<file path="src/rtl/frac_blend.sv">
`default_nettype none
// ============================================================================
// Module      : frac_blend
// Description : Fractional-step scaler consumer. Fetches source pixels from a
//               line buffer into a two-pixel window and linearly blends the
//               pair per colour channel using the top bits of the fraction.
// Revision    : 1.0 - initial release
// ============================================================================
module frac_blend #(
  parameter int BITWIDTH   = 10,
  parameter int FRACWIDTH  = 16,
  parameter int COLOURBITS = 6,
  parameter int CHANNELS   = 3,
  parameter int WEIGHTBITS = 4
) (
  input  logic                           clk,
  input  logic                           reset_n,
  input  logic                           line_start,
  input  logic                           step,
  input  logic                           adv,
  input  logic [FRACWIDTH-1:0]           fraction,
  input  logic                           blank,
  output logic [BITWIDTH-1:0]            rd_addr,
  input  logic [CHANNELS*COLOURBITS-1:0] rd_data,
  output logic [CHANNELS*COLOURBITS-1:0] pix_out,
  output logic                           pix_valid,
  output logic                           pix_blank
);

  localparam int C_PIXW = CHANNELS * COLOURBITS;
  localparam int C_MULW = COLOURBITS + WEIGHTBITS + 1;
  localparam logic [WEIGHTBITS:0]  C_ONE      = {1'b1, {WEIGHTBITS{1'b0}}};
  localparam logic [BITWIDTH-1:0]  C_ADDR_MAX = '1;
  localparam logic [BITWIDTH-1:0]  C_ADDR_ONE = BITWIDTH'(1);
  localparam logic [BITWIDTH-1:0]  C_ADDR_TWO = BITWIDTH'(2);

  typedef enum logic [1:0] {
    S_IDLE   = 2'd0,
    S_PRIME0 = 2'd1,
    S_PRIME1 = 2'd2,
    S_RUN    = 2'd3
  } state_t;

  state_t                  r_state;
  logic [BITWIDTH-1:0]     r_rd_addr;
  logic [C_PIXW-1:0]       r_p0;
  logic [C_PIXW-1:0]       r_p1;
  logic                    r_fill;     // first RUN cycle: p1 data is arriving
  logic                    r_step_d;
  logic                    r_s2_valid;
  logic                    r_s2_blank;
  logic [WEIGHTBITS-1:0]   r_s2_w;
  logic [C_PIXW-1:0]       r_pix_out;
  logic                    r_pix_valid;
  logic                    r_pix_blank;

  logic [WEIGHTBITS:0]     w_inv;
  logic [C_PIXW-1:0]       w_blend;

  assign rd_addr   = r_rd_addr;
  assign pix_out   = r_pix_out;
  assign pix_valid = r_pix_valid;
  assign pix_blank = r_pix_blank;

  // Weight applied to p0 is the complement of the latched weight.
  assign w_inv = C_ONE - {1'b0, r_s2_w};

  // Per-channel linear blend of the window, truncating shift.
  for (genvar c = 0; c < CHANNELS; c++) begin : g_chan
    logic [C_MULW-1:0] w_p0x;
    logic [C_MULW-1:0] w_p1x;
    logic [C_MULW-1:0] w_acc;
    assign w_p0x = {{(WEIGHTBITS+1){1'b0}}, r_p0[c*COLOURBITS +: COLOURBITS]};
    assign w_p1x = {{(WEIGHTBITS+1){1'b0}}, r_p1[c*COLOURBITS +: COLOURBITS]};
    assign w_acc = w_p0x * {{COLOURBITS{1'b0}}, w_inv}
                 + w_p1x * {{(COLOURBITS+1){1'b0}}, r_s2_w};
    assign w_blend[c*COLOURBITS +: COLOURBITS] = w_acc[WEIGHTBITS +: COLOURBITS];
  end

  // Line priming FSM, source window and stage-1 sample capture.
  always_ff @(posedge clk or negedge reset_n) begin
    if (!reset_n) begin
      r_state    <= S_IDLE;
      r_rd_addr  <= '0;
      r_p0       <= '0;
      r_p1       <= '0;
      r_fill     <= 1'b0;
      r_step_d   <= 1'b0;
      r_s2_valid <= 1'b0;
      r_s2_blank <= 1'b0;
      r_s2_w     <= '0;
    end else if (line_start) begin
      // Restart wins over everything; in-flight samples are dropped.
      r_state    <= S_PRIME0;
      r_rd_addr  <= '0;
      r_fill     <= 1'b0;
      r_step_d   <= 1'b0;
      r_s2_valid <= 1'b0;
    end else begin
      r_step_d   <= step;
      r_s2_valid <= 1'b0;
      case (r_state)
        S_PRIME0: begin
          r_state   <= S_PRIME1;
          r_rd_addr <= C_ADDR_ONE;
        end
        S_PRIME1: begin
          // rd_data now holds pixel 0; pixel 1 arrives one cycle later.
          r_state   <= S_RUN;
          r_p0      <= rd_data;
          r_rd_addr <= C_ADDR_TWO;
          r_fill    <= 1'b1;
        end
        S_RUN: begin
          if (r_fill) begin
            r_p1   <= rd_data;
            r_fill <= 1'b0;
          end
        end
        default: begin
        end
      endcase
      if (r_step_d) begin
        r_s2_valid <= 1'b1;
        r_s2_w     <= fraction[FRACWIDTH-1 -: WEIGHTBITS];
        if (r_state == S_RUN) begin
          r_s2_blank <= blank;
          // While p1 is still being filled the advance cannot be honoured.
          if (adv && !r_fill) begin
            r_p0 <= r_p1;
            r_p1 <= rd_data;
            if (r_rd_addr != C_ADDR_MAX) begin
              r_rd_addr <= r_rd_addr + C_ADDR_ONE;
            end
          end
        end else begin
          r_s2_blank <= 1'b1;
        end
      end
    end
  end

  // Stage 2: register blended pixel and its qualifiers.
  always_ff @(posedge clk or negedge reset_n) begin
    if (!reset_n) begin
      r_pix_out   <= '0;
      r_pix_valid <= 1'b0;
      r_pix_blank <= 1'b0;
    end else begin
      r_pix_valid <= r_s2_valid && !line_start;
      if (r_s2_valid && !line_start) begin
        r_pix_blank <= r_s2_blank;
        r_pix_out   <= r_s2_blank ? '0 : w_blend;
      end
    end
  end

endmodule
`default_nettype wire
</file>
<file path="config.mk">
export PLATFORM = sky130hd
export DESIGN_NAME = frac_blend
export DESIGN_NICKNAME = d
export VERILOG_FILES = /design/src/rtl/frac_blend.sv
export SDC_FILE = /design/constraint.sdc
export NUM_CORES = 1
export LEC_CHECK = 0
export CORE_ASPECT_RATIO = 0.75
export CORE_MARGIN = 1
export CORE_UTILIZATION = 45
export DETAILED_ROUTE_END_ITERATION = 8
export PLACE_DENSITY_LB_ADDON = 0.12
export REMOVE_ABC_BUFFERS = 1
export SYNTH_ARGS = -nofsm -noshare
export SYNTH_HDL_FRONTEND = slang
export SYNTH_SLANG_ARGS = --single-unit
</file>
<file path="constraint.sdc">
create_clock -name clk -period 11.9 [get_ports clk]
set_input_delay 1.19 -clock clk [delete_from_list [all_inputs] [get_ports clk]]
set_output_delay 1.19 -clock clk [all_outputs]
set_load 0.005 [all_outputs]
</file>
==> results.txt, run 1 <==
----------------------------------------------------
[Place]
  Detailed-placement wirelength estimate ... 13500 um
  Minimum setup slack after placement ... 6.21 ns
  Post-DP Area ... 8920 um2
  Gp weighted congestion ... 0.800
  Port Buffers ... 57

[Synthesis]
  Count of distinct cell types in the synthesized netlist ... 60
  Cell accounting for the most synthesized area ... fa_1
  Post-Syn Area ... 8110 um2
  Post-synth ARST share ... 1.00
  Number of synthesized flops with an enable pin ... 0
  Mean cell area of the mapped netlist ... 9.23 um2
  Simple-Gate Fraction of Synth Area ... 0.176
  Gate count of the mapped netlist ... 879
  Synthesized flop and latch total ... 76
  Synth Area in XOR/XNOR ... 0.0227
  Main area contributors after synthesis ... fa_1 24%, dfrtp_1 23%, ha_1 10%
  Syn. warnings ... 0
  Fraction of the mapped netlist area in adder cells ... 0.345
  Largest family of logic cells by synthesized area ... adder cells
  Area fraction in compound gates after synthesis ... 0.0949
  Area fraction of the dominant cell type after synthesis ... 0.244
  Leading post-synthesis cells by instance count ... 170 x inv_1, 112 x nand2_1, 99 x fa_1
  Mux cell area share after synthesis ... 0.0316
  Most instantiated flip-flop cell in the synthesis netlist ... dfrtp_1
  Leading cell type by number of instances after synthesis ... inv_1
  Sequential element share of the synthesized area ... 0.234

[Critical path]
  Biggest fanout along the worst timing path ... 20
  WP data required ... 12.13 ns
  Critical Path, Cell by Cell ... inv_1, ha_1, nor3b_2, buf_4, nand2_1, fa_1, inv_1, fa_1, fa_1, inv_1, fa_1, inv_1, ha_1, a21oi_1, nand2_1, o21a_1, or3_1, a32o_1
  Master of the slowest instance on the critical path ... dfrtp_1
  Reg2reg setup slack ... 6.21 ns
  Buffers and inverters on the worst path ... 5
  Data arrival at the endpoint of the critical path ... 5.93 ns
  Startpoint types ... flop
  Kind of critical path ... reg -> reg
  Delay of the slowest cell on the worst path ... 0.68 ns
  Top Family by Delay on Critical Path ... adder cells
  Worst setup EP type ... flop

[Floorplan]
  Starting Density ... 0.459
  IO Pins ... 70
  Die Span X ... 157 um
  Height of the chip ... 118 um
  Total die area ... 18600 um2
  Placement Rows ... 42
  CORE AREA ... 17700 um2

[Drt]
  Vias after detailed routing ... 5891
  Antenna Violating Nets Remaining ... 0
  DRC violation count after routing ... 0
  Average wire per cell in the routed design ... 15.6 um
  DRC marker count from the first detailed-route iteration ... 254
  Vias per inst ... 5.03
  1st-pass router iterations ... 4
  Final wirelength ... 18200 um

[STA]
  Final period demand of the worst path ... 5.69 ns
  Final hold violation count ... 0
  Worst-case clock skew ... 0.0109 ns
  Least-Margin Pin Slew ... 1.10 ns
  Final worst-path cycle share ... 0.478
  Final setup violation count ... 0
  Pins Over Slew Limit ... 0
  Unrepaired setup endpoints after global routing ... false
  Setup slack after layout ... 6.21 ns
  Rel. slew slack ... 0.265
  Max Fclk ... 176 MHz
  Worst hold slack ... 0.476 ns
  Total Negative Setup Slacks ... 0 ns

[Clock tree]
  TritonCTS clock tree ... yes
  Post-CTS setup buffer count ... 0
  Register clock-pin slew on the reported worst setup and hold paths ... 0.07 ns
  Total clock buffers created by CTS ... 9
  Clock H-tree levels ... 3
  Number of hold buffers added after cts ... 0
  Root buffer selected by CTS ... clkbuf_16
  Post-CTS resize count ... 0
  Num Clock Sinks ... 76
  Later-pin clock latency in the skew report ... 0.35 ns
  Maximum buffer depth of the clock tree ... 2

[Layout]
  Number of diodes added for antenna fixing ... 0
  Net count reported at finish ... 1129
  Layout overhead on the synthesized area ... 13.2%
  Share of post-route cells with drive strength above 1 ... 0.0624
  Fill cells ... 1705
  Post-route standard cell area excluding fillers ... 9180 um2

[Global route]
  Wire length of the first global-routing pass ... 30500 um
  Maximum number of pins on one net before global-route repair ... 65
  Initial antenna violation count ... 0
  Overflow left after global routing ... 0
  Overall Global Routing Usage ... 0.214
  Via count of the first global-routing pass ... 5873

[Job]
  MaxCap Viol Count ... 0

[Worst hold path]
  Class of the most critical hold timing path ... reg -> reg

[Status]
  Result of the run ... complete, no violations

----------------------------------------------------
## cell usage in the layout (no fill, tap or decap), types with 4 or more instances in the layout
cell type / instances
xnor2_1: 15
ha_1: 65
and2_1: 97
a21oi_1: 19
clkbuf_16: 9
fa_1: 99
o21ai_0: 43
mux2_2: 21
nand2_1: 112
and3_1: 4
buf_4: 10
xor2_1: 6
nand4_1: 7
a22oi_1: 19
inv_1: 170
nor3_1: 9
dfrtp_1: 76
o31ai_1: 4
clkdlybuf4s50_1: 56
nand3_1: 10
nor2_1: 17
## layout make-up
type                       instances  area, um2  share of cell area
clock buffer                       9        225              0.0245
clock inverter                     6       40.0             0.00436
inverter                         170        638              0.0695
multi-input combinational        602       5440               0.592
sequential                        76       1900               0.207
tap                              242        303              0.0330
timing repair buffer              66        636              0.0692
## flip-flops by register name, summed over array words and instances (netlist names)
register	count
rd_addr	10
r_s2_valid	1
r_s2_blank	1
pix_blank	1
r_step_d	1
r_s2_w	4
pix_out	18
r_state	2
r_p1	18
r_p0	18
pix_valid	1
r_fill	1
## cells by family after synthesis
logic type      Yosys count
fa+ha+maj               164
flops                    76
mux                      23
compound gates          118
buf+inv                 201
simple gates            276
xor+xnor                 21
## through the flow
| step | instances | util |
|---|---|---|
| 6_report | 1171 | 0.520 |
| 5_1_grt | 1171 | 0.520 |
| 4_1_cts | 1171 | 0.520 |
| 3_5_place_dp | 1156 | 0.505 |
| 3_3_place_gp | 1156 | 0.505 |
| 2_1_floorplan | 848 | - |
## worst paths after layout
check	startpoint	end	depth (start not counted)
worst min register to register	pix_out[14]	pix_out[14]	2
worst max register to register	r_s2_w[1]	pix_out[3]	18
min in group asynchronous	reset_n	pix_out[16]	1
worst max-delay path	r_s2_w[1]	pix_out[3]	18
max in group asynchronous	reset_n	r_state[0]	2
worst min-delay path	pix_out[14]	pix_out[14]	2
## worst register-to-register path: stages (launching register included)
cell and delay (ns):
dfrtp_1 0.68, inv_1 0.17, ha_1 0.23, nor3b_2 0.46
buf_4 0.30, nand2_1 0.10, fa_1 0.51, inv_1 0.05
fa_1 0.51, fa_1 0.54, inv_1 0.05, fa_1 0.54
inv_1 0.05, ha_1 0.34, a21oi_1 0.15, nand2_1 0.12
o21a_1 0.23, or3_1 0.30, a32o_1 0.24
## layer usage
| metal | vias to the layer above | global-route usage | wire length, um |
|---|---|---|---|
| li1 | 2872 | - | - |
| met1 | 2909 | 0.314 | 9180 |
| met5 | - | 0 | 0 |
| met3 | 11 | 0.0378 | 677 |
| met4 | 0 | 0.0388 | 176 |
| met2 | 99 | 0.333 | 8190 |
Power of run 1 is left out: the tool's default activity adds up to more than one toggle a clock period on the data nets, which glitch-free logic cannot reach.
==> run 2: changes to the inputs <==
clock period = 5.7 ns   (was 11.9 ns; I/O delays follow)
==> run 2 against run 1 <==
Die area did not move. Critical endpoint is now pix_out[11]. First-iteration DRC count fell by 8.7%. Sequential cell count unchanged. Critical path type unchanged. Register-to-register slack got worse by 5.6 ns.
==> results.txt, run 2 (synthesis gave the netlist of run 1 again) <==
----------------------------------------------------
[Status]
  Result of the run ... complete, no violations

[Global route]
  Overflow left after global routing ... 0
  GR met3 Demand/Resource ... 0.0356
  Overall Global Routing Usage ... 0.215
  Global-route layer with the greatest usage ... met2
  Initial antenna violation count ... 0
  Via count of the first global-routing pass ... 6053
  GR Layer Usage met2 ... 0.328
  Wire length of the first global-routing pass ... 31100 um
  Maximum number of pins on one net before global-route repair ... 64
  Global routing usage on met1 ... 0.325

[Critical path]
  Master of the slowest instance on the critical path ... fa_1
  Kind of critical path ... reg -> reg
  Startpoint types ... flop
  Buffers and inverters on the worst path ... 5
  Top Family by Delay on Critical Path ... adder cells
  Data arrival at the endpoint of the critical path ... 5.35 ns
  WP data required ... 5.99 ns
  Delay of the slowest cell on the worst path ... 0.54 ns
  Biggest fanout along the worst timing path ... 34
  Crit path top cell by count ... fa_1
  Worst setup EP type ... flop
  Critical Path, Cell by Cell ... buf_4, nor3_1, xnor2_1, buf_4, nand2_1, fa_1, inv_1, fa_1, fa_1, inv_1, fa_1, inv_1, ha_1, nand2_1, nor3_1, o21ai_0, a211o_1, nand3_1

[Clock tree]
  Post-CTS setup buffer count ... 0
  Number of hold buffers added after cts ... 0
  TritonCTS clock tree ... yes
  Register clock-pin slew on the reported worst setup and hold paths ... 0.07 ns
  Num Clock Sinks ... 76
  Post-CTS resize count ... 0
  Maximum buffer depth of the clock tree ... 2
  Total clock buffers created by CTS ... 9
  Clock H-tree levels ... 3
  Later-pin clock latency in the skew report ... 0.35 ns
  Root buffer selected by CTS ... clkbuf_16

[STA]
  Least-Margin Pin Slew ... 1.12 ns
  Final worst-path cycle share ... 0.888
  Pins Over Slew Limit ... 0
  Final period demand of the worst path ... 5.06 ns
  Worst-case clock skew ... 0.0123 ns
  Worst hold slack ... 0.0691 ns
  Final setup violation count ... 0
  Max Fclk ... 198 MHz
  Rel. slew slack ... 0.254
  Total Negative Setup Slacks ... 0 ns
  Final hold violation count ... 0
  Unrepaired setup endpoints after global routing ... false

[Drt]
  1st-pass router iterations ... 5
  Antenna Violating Nets Remaining ... 0
  Final wirelength ... 18300 um
  Vias after detailed routing ... 5957
  Average wire per cell in the routed design ... 15.6 um
  DRC marker count from the first detailed-route iteration ... 232
  Vias per inst ... 5.06
  DRC violation count after routing ... 0

[Place]
  Port Buffers ... 57
  Detailed-placement wirelength estimate ... 13800 um
  Gp weighted congestion ... 0.820
  Post-DP Area ... 8960 um2

[Layout]
  Net count reported at finish ... 1134
  Layout overhead on the synthesized area ... 14.7%
  Share of post-route cells with drive strength above 1 ... 0.0684
  Reg area ... 1900 um2
  Post-route standard cell area excluding fillers ... 9310 um2
  Commonest cells after routing, fill and taps aside ... 170 x inv_1, 112 x nand2_1, 99 x fa_1
  Multi-input logic area ... 5440 um2
  Fill cells ... 1730
  Number of diodes added for antenna fixing ... 0
  Most common cell after layout, fill and taps aside ... inv_1
  Final Util ... 0.527

[Floorplan]
  IO Pins ... 70
  Total die area ... 18600 um2
  CORE AREA ... 17700 um2
  Starting Density ... 0.459
  Height of the chip ... 118 um
  Placement Rows ... 42
  Die Span X ... 157 um

[Job]
  MaxCap Viol Count ... 0

[Worst hold path]
  Class of the most critical hold timing path ... in -> async

----------------------------------------------------
## run 2: cell types whose count changed in the layout (fill, tap and decap cells not counted)
cell,change
clkinv_4,+1
clkinv_2,-3
bufinv_16,+3
buf_4,+5
## run 2: metrics by stage
step	setup slack, ns	cells
after global placement	0.699	1161
after floorplan	0.0899	848
after global routing	0.295	1177
after detailed placement	0.676	1161
final	0.640	1177
after CTS	0.652	1177
## run 2: area by class of cell
class | instances | share of cell area
well taps | 242 | 0.0325
multi-input cells | 602 | 0.585
flip-flops and latches | 76 | 0.204
repair buffers | 71 | 0.0723
clock inverters | 7 | 0.0133
clock buffers | 9 | 0.0242
inverters | 170 | 0.0686
## run 2: path summary, 6_finish.rpt
check,start,to,slack [ns],depth (start not counted)
max,r_s2_w[0],pix_out[11],0.64,18
min in group clk,pix_out[15],pix_out[15],0.47,2
min reg2reg,pix_out[15],pix_out[15],0.47,2
max reg2reg,r_s2_w[0],pix_out[11],0.64,18
min,reset_n,pix_valid,0.07,1
max in group asynchronous,reset_n,r_p0[0],4.55,2
## run 2: routing by layer
layer / part of all wire / up-vias
met5: 0 / -
met4: 0.0081 / 0
met3: 0.036 / 14
met2: 0.44 / 105
met1: 0.51 / 2957
li1: - / 2881
Power of run 2 is left out for the same reason.
==> run 3: changes to the inputs <==
CORE_UTILIZATION = 39   (was 45)
==> run 3 against run 2 <==
Sequential share of layout area is 0.085 points lower. Sequential cell count stayed put. Setup slack better by 0.063 ns. Routed wire length is 2.9% higher. Die area is 15% higher. Critical path type unchanged. Largest cell class unchanged.
==> results.txt, run 3 (synthesis gave the netlist of run 1 again) <==
----------------------------------------------------
[Layout]
  Layout overhead on the synthesized area ... 15.2%
  Most common cell after layout, fill and taps aside ... inv_1
  Final Util ... 0.460
  Commonest cells after routing, fill and taps aside ... 170 x inv_1, 112 x nand2_1, 99 x fa_1
  Post-route standard cell area excluding fillers ... 9340 um2
  Share of post-route cells with drive strength above 1 ... 0.0675
  Net count reported at finish ... 1135

[STA]
  Final hold violation count ... 0
  Worst-case clock skew ... 0.00664 ns
  Final worst-path cycle share ... 0.877
  Pins Over Slew Limit ... 0
  Final period demand of the worst path ... 5.00 ns
  Total Negative Setup Slacks ... 0 ns
  Max Fclk ... 200 MHz
  Rel. slew slack ... 0.240
  Least-Margin Pin Slew ... 1.14 ns
  Final setup violation count ... 0
  Setup slack after layout ... 0.703 ns
  Unrepaired setup endpoints after global routing ... false

[Clock tree]
  Clock H-tree levels ... 3
  Post-CTS resize count ... 0
  Later-pin clock latency in the skew report ... 0.35 ns
  TritonCTS clock tree ... yes
  Register clock-pin slew on the reported worst setup and hold paths ... 0.06 ns
  Maximum buffer depth of the clock tree ... 2
  Number of hold buffers added after cts ... 0
  Root buffer selected by CTS ... clkbuf_16
  Total clock buffers created by CTS ... 9
  Post-CTS setup buffer count ... 0
  Num Clock Sinks ... 76

[Status]
  Result of the run ... complete, no violations

[Global route]
  Wire length of the first global-routing pass ... 32100 um
  Initial antenna violation count ... 1
  Overflow left after global routing ... 0
  Maximum number of pins on one net before global-route repair ... 58
  Overall Global Routing Usage ... 0.193
  Via count of the first global-routing pass ... 5975

[Critical path]
  Data arrival at the endpoint of the critical path ... 5.23 ns
  Master of the slowest instance on the critical path ... fa_1
  Register-to-Register Path Depth ... 17
  Worst setup EP type ... flop
  Delay of the slowest cell on the worst path ... 0.54 ns
  Startpoint types ... flop
  Biggest fanout along the worst timing path ... 10
  WP data required ... 5.93 ns
  Kind of critical path ... reg -> reg
  Number of logic stages on the critical path including buffering ... 17
  Top Family by Delay on Critical Path ... adder cells
  Startpoint of the worst setup timing path ... r_s2_w[2]
  R2r startpoint ... r_s2_w[2]
  Crit path top cell by count ... fa_1
  Buffers and inverters on the worst path ... 4
  Critical Path, Cell by Cell ... nor3_1, xnor2_1, buf_4, nand2_1, fa_1, inv_1, fa_1, fa_1, inv_1, fa_1, inv_1, ha_1, a21oi_1, nand2_1, o21a_1, or3_1, a32o_1

[Floorplan]
  CORE AREA ... 20300 um2
  Placement Rows ... 45
  IO Pins ... 70
  Die Span X ... 169 um
  Height of the chip ... 127 um
  Total die area ... 21400 um2
  Starting Density ... 0.399

[Place]
  Detailed-placement wirelength estimate ... 14600 um
  Port Buffers ... 57
  Gp weighted congestion ... 0.821
  Minimum setup slack after placement ... 0.720 ns
  Post-DP Area ... 9010 um2

[Drt]
  Average wire per cell in the routed design ... 15.5 um
  DRC violation count after routing ... 0
  Antenna Violating Nets Remaining ... 0
  Vias after detailed routing ... 5868
  Vias per inst ... 4.82
  DRC marker count from the first detailed-route iteration ... 234
  1st-pass router iterations ... 4
  Final wirelength ... 18900 um

[Job]
  MaxCap Viol Count ... 0

[Worst hold path]
  Class of the most critical hold timing path ... in -> async

----------------------------------------------------
==> run 3: cell types whose count changed in the layout (fill, tap and decap cells not counted), sizes merged <==
cell / previous run / this run
buf: 15 / 16
inv: 171 / 170
clkinv: 2 / 1
diode: 0 / 1
==> run 3: worst paths after layout <==
| path | endpoint | slack, ns |
|---|---|---|
| setup / recovery | pix_out[3] | 0.70 |
| hold / removal | pix_out[10] | 0.10 |
| setup reg to reg | pix_out[3] | 0.70 |
| hold reg to reg | pix_out[13] | 0.47 |
| max in group asynchronous | r_p0[9] | 4.53 |
| min in group clk | pix_out[13] | 0.47 |
==> run 3: metal layers <==
layer	part of all wire	global-route usage	routed length (um)
met2	0.41	0.278	7790
met4	0.0054	0.0348	101
met3	0.033	0.0393	625
met5	0	0	0
met1	0.55	0.297	10300
==> run 3: through the flow <==
step / std cells / hold WS (ns)
finish: 1217 / 0.104
global placement: 1202 / 0.464
detailed placement: 1202 / 0.469
global route: 1216 / 0.116
floorplan: 848 / 0.274
CTS: 1216 / 0.105
==> run 3: area by class of cell <==
| type | instances | area [um2] |
|---|---|---|
| Inverter | 170 | 638 |
| Multi-Input combinational cell | 602 | 5440 |
| Timing Repair Buffer | 72 | 681 |
| Clock buffer | 9 | 225 |
| Clock inverter | 5 | 103 |
| Sequential cell | 76 | 1900 |
| Tap cell | 282 | 353 |
| Fill cell | 1965 | 11000 |
| Antenna cell | 1 | 2.50 |
Power of run 3 is left out for the same reason.
